--- config.mk ---
export PLATFORM = sky130hd
export DESIGN_NAME = led_mode_sequencer
export DESIGN_NICKNAME = d
export VERILOG_FILES = /design/src/rtl/led_mode_sequencer.sv
export SDC_FILE = /design/constraint.sdc
export NUM_CORES = 1
export LEC_CHECK = 0
export ABC_CLOCK_PERIOD_IN_PS = 3450
export CORE_ASPECT_RATIO = 1.25
export CORE_MARGIN = 4
export CORE_UTILIZATION = 44
export DETAILED_ROUTE_END_ITERATION = 10
export PLACE_DENSITY = 0.85
export REMOVE_ABC_BUFFERS = 1
export SLEW_MARGIN = 5
export SYNTH_ARGS = -nofsm -noshare
export SYNTH_HDL_FRONTEND = slang
export SYNTH_SLANG_ARGS = --single-unit
--- constraint.sdc ---
create_clock -name clk -period 3.45 [get_ports clk]
set_input_delay 0.5175 -clock clk [delete_from_list [all_inputs] [get_ports clk]]
set_output_delay 0.5175 -clock clk [all_outputs]
set_load 0.01 [all_outputs]
--- src/rtl/led_mode_sequencer.sv ---
// led_mode_sequencer: selects, paces, resets and muxes four LED pattern blocks
module led_mode_sequencer #(
    parameter int TICK_DIV       = 4,
    parameter int STEPS_PER_MODE = 16
) (
    input  logic       clk,
    input  logic       reset,
    input  logic       en,
    input  logic       auto_en,
    input  logic       btn_next,
    input  logic [7:0] mode0_out,
    input  logic [7:0] mode1_out,
    input  logic [7:0] mode2_out,
    input  logic [7:0] mode3_out,
    output logic [3:0] mode_en,
    output logic       mode_rst,
    output logic [1:0] mode_sel,
    output logic [7:0] led_out
);
    localparam int DW = $clog2(TICK_DIV);
    localparam int SW = (STEPS_PER_MODE > 1) ? $clog2(STEPS_PER_MODE) : 1;
    localparam logic [DW-1:0] DIV_MAX  = DW'(TICK_DIV - 1);
    localparam logic [SW-1:0] STEP_MAX = SW'(STEPS_PER_MODE - 1);

    typedef enum logic [1:0] {IDLE, CLEAR, RUN} state_t;

    state_t        r_state, w_next;
    logic [DW-1:0] r_div;
    logic [SW-1:0] r_step;
    logic [1:0]    r_sel;
    logic          r_btn_prev;
    logic [7:0]    r_led;
    logic          w_run, w_tick, w_adv;
    logic [7:0]    w_pat;

    // next state, step tick and advance request, all from registered state
    always_comb begin
        w_run  = r_state == RUN;
        w_tick = w_run && r_div == DIV_MAX;
        w_adv  = w_run && ((btn_next && !r_btn_prev) || (auto_en && w_tick && r_step == STEP_MAX));
        w_pat  = r_sel == 2'd0 ? mode0_out : r_sel == 2'd1 ? mode1_out : r_sel == 2'd2 ? mode2_out : mode3_out;
        w_next = r_state;
        case (r_state)
            IDLE:    w_next = en ? CLEAR : IDLE;
            CLEAR:   w_next = RUN;
            default: w_next = !en ? IDLE : w_adv ? CLEAR : RUN;
        endcase
    end

    // state register
    always_ff @(posedge clk or negedge reset) begin
        if (!reset) r_state <= IDLE;
        else        r_state <= w_next;
    end

    // prescaler, step counter, mode index, button history and LED register
    always_ff @(posedge clk or negedge reset) begin
        if (!reset) begin
            r_div      <= '0;
            r_step     <= '0;
            r_sel      <= 2'd0;
            r_btn_prev <= 1'b0;
            r_led      <= 8'h00;
        end else begin
            r_div      <= (w_run && w_next == RUN) ? (w_tick ? '0 : r_div + DW'(1)) : '0;
            r_step     <= !w_run ? '0 : !w_tick ? r_step : r_step == STEP_MAX ? '0 : r_step + SW'(1);
            r_sel      <= (w_run && en && w_adv) ? r_sel + 2'd1 : r_sel;
            r_btn_prev <= btn_next;
            r_led      <= w_run ? w_pat : 8'h00;
        end
    end

    assign mode_en  = w_tick ? 4'b0001 << r_sel : 4'b0000;
    assign mode_rst = !w_run;
    assign mode_sel = r_sel;
    assign led_out  = r_led;
endmodule

==> flow_summary_export.csv <==
group,metric,value,unit
status,status,"finished, final reports clean",
detailed_routing,wl,3100,um
floorplanning,die_w,53.3,um
critical_path,r2r-start,"mode_sel[0]",
timing,tns,0,ns
clock_network,clk_path_buf_depth,2,
synthesis,yosys-top-cells-area,"dfrtp_1 42%, mux2_2 9.0%, o211ai_1 8.0%, ha_1 6.7%, nand2b_1 6.1%",
timing,rsz0062_at_grt,"false",
synthesis,synth_top_cell_area_share,42.1,%
clock_network,clkLatencyLatePin,0.30,ns
timing,fin_ws,0.790,ns
pwr,clkPwrFrac,21.8,%
floorplanning,core-area,2450,um^2
detailed_routing,ant_nets,0,
timing,finClkSkew,0.00649,ns
global_routing,grt_antenna_before_repair,0,
global_routing,grt_max_degree,20,
floorplanning,die_y,64.6,um
detailed_routing,vias_per_cell,5.33,
pwr,max-vdd-ir-drop,173,uV
timing,finalSetupViolCount,0,
clock_network,cts-root-buf,"clkbuf_4",
synthesis,synth.most_common_cell,"dfrtp_1",
synthesis,ys_seq_area_share,42.1,%
synthesis,async_reset_ff_share,100,%
synthesis,synth_edf_count,0,
pwr,switching_power,0.142,mW
clock_network,h-tree-depth,1,
clock_network,cts_sinks,19,
placed_design,io_buffers,51,
synthesis,avgSynthCellArea,9.90,um^2
placed_design,dpl.hpwl,2480,um
clock_network,cts_made_buffers,3,
clock_network,hold_buffers,0,
timing,slew_violations,0,
synthesis,synth.distinct_cells,27,
critical_path,worstSetupPathType,"register to output pin",
placed_design,place_congestion,0.865,
timing,tightestPinTransition,0.891,ns
critical_path,reg2reg_depth,5,
critical_path,critPathLaunch,"mode_sel[1]",
critical_path,required,2.93,ns
clock_network,cts_resized,0,
cells_and_area,layout.nets,207,
worst_hold_path,min_path_type,"register to register",
critical_path,setup.worst_path.end,"mode_en[1]",
timing,hold_violations,0,
critical_path,crit_path_end_kind,"output pin",
floorplanning,ios,52,
cells_and_area,syn_to_final_growth,47.5,%
cells_and_area,drive_gt1_share,9.82,%
pwr,seq_power_share,48.8,%
detailed_routing,first_iter_violations,44,
synthesis,yosysTopAreaCell,"dfrtp_1",
timing,period_needed,2.66,ns
synthesis,yosysWarnings,0,
worst_hold_path,hold_start,"r_state[1]",
clock_network,clkTransAtPathRegs,0.11,ns
detailed_routing,vias,1044,
global_routing,globalRouteOverflowTotal,0,
critical_path,crit_fanout,17,
synthesis,synth-seq-cells,19,
global_routing,track_usage,19.6,%
cells_and_area,final_util,67.9,%
synthesis,yosys-top-cells-count,"19 x dfrtp_1, 13 x nand2_1, 12 x a21oi_1, 12 x o211ai_1, 11 x nand2b_1",
clock_network,post_cts_buffers,0,
critical_path,reg2reg_slack,1.67,ns
pwr,power_density,309,nW/um^2
detailed_routing,first_pass_iters,4,
synthesis,synthFlopType,"dfrtp_1",
pwr,switching_share,27.5,%
pwr,power.internal,0.373,mW
synthesis,syn_area,1130,um^2
critical_path,r2r_end,"led_out[0]",
global_routing,grt_pass1_wl,5040,um
run,max_cap_violations,0,
detailed_routing,drc,0,
clock_network,cts_tree,"built",
placed_design,dp_slack,1.10,ns
detailed_routing,wire_per_inst,15.8,um
critical_path,worst_ep_arrival_time,2.14,ns
global_routing,grt_pass1_vias,1053,
cells_and_area,n_antenna_cell,0,
timing,fin_crit_sh,77.1,%
timing,timing.slew.headroom,40.4,%
pwr,static-leakage-power,0.679,nW
pwr,combPwrFrac,29.4,%
floorplanning,dieArea,3440,um^2
timing,fmax,0.376,GHz
floorplanning,row_count,20,
floorplanning,start_util,46.0,%
critical_path,worstSetupStartpointType,"register",
synthesis,syn_inst,114,
[layout by cell type (no fill, tap or decap), drive strengths merged]
cell type,Yosys,final
and4,1,1
mux2i,1,1
clkbuf,0,3
nand3b,2,2
nand3,3,3
ha,6,6
or3,1,1
nor2,2,2
o21a,2,2
xor2,1,1
clkdlybuf4s50,0,51
nand2b,11,11
o21ai,1,1
nand4b,1,1
nor2b,1,1
nand2,14,14
and3,4,4
dfrtp,19,19
inv,4,4
mux2,9,9
o211ai,12,12
a21oi,12,12
clkinv,0,1
and4bb,1,1
[power by group through the flow]
stage	Sequential, mW	Combinational [mW]	Clock, mW
finish	0.251	0.151	0.112
global route	0.254	0.163	0.124
CTS	0.251	0.151	0.119
detailed placement	0.256	0.151	0
global placement	0.254	0.147	0
floorplan	0.260	0.0554	0
[kinds of logic after synthesis]
kind of cell               after synthesis  share of synthesized area (%)
AOI/OAI and AO/OA                       27                           15.1
xor gates and xnor gates                 1                          0.776
adders and majority gates                6                           6.65
buffers and inverters                   10                           5.21
DFF                                     19                           42.1
muxes                                   10                           9.87
and+or+nand+nor                         41                           20.3
[flip-flops by register name, indices dropped and copies added (netlist names)]
register / flops
r_btn_prev: 1
r_step: 4
r_div: 2
mode_sel: 2
r_state: 2
led_out: 8
[layer usage]
layer	track usage (%)	share of wire [%]	vias to the layer above
li1	-	-	503
met1	22.6	37	496
met2	35.9	57	43
met3	2.07	6.0	2
met4	6.71	0.71	0
met5	0	0	-
[how the worst min path moves through the flow]
stage / to / slack, ns / cells after the start
3_3_place_gp: r_state[0] / 0.50 / 1
5_1_grt: r_state[0] / 0.60 / 1
3_5_place_dp: r_state[0] / 0.52 / 1
2_1_floorplan: led_out[0] / 0.22 / 0
4_1_cts: r_state[0] / 0.54 / 1
6_report: r_state[0] / 0.55 / 1
[worst max-delay path, stage by stage (launching register included)]
cell,delay (ns)
dfrtp_1,0.45
inv_1,0.10
ha_1,0.50
and3_1,0.25
clkdlybuf4s50_1,0.54
[metrics by stage]
stage               area [um^2]  hold WS, ns  total power, mW  cells
global route               1660        0.602            0.542    196
global placement           1640        0.498            0.401    192
CTS                        1660        0.545            0.522    196
floorplan                  1080        0.222            0.316    108
detailed placement         1640        0.519            0.407    192
finish                     1660        0.547            0.515    196
[final cells by class]
cell class,count,area (um^2)
fill,218,788
multi-input combinational,85,594
timing repair buffer,51,510
sequential,19,475
tap,33,41.3
clock buffer,3,22.5
inverter,4,15.0
clock inverter,1,5.00
Note: power is estimated with default switching activity, not from simulation.
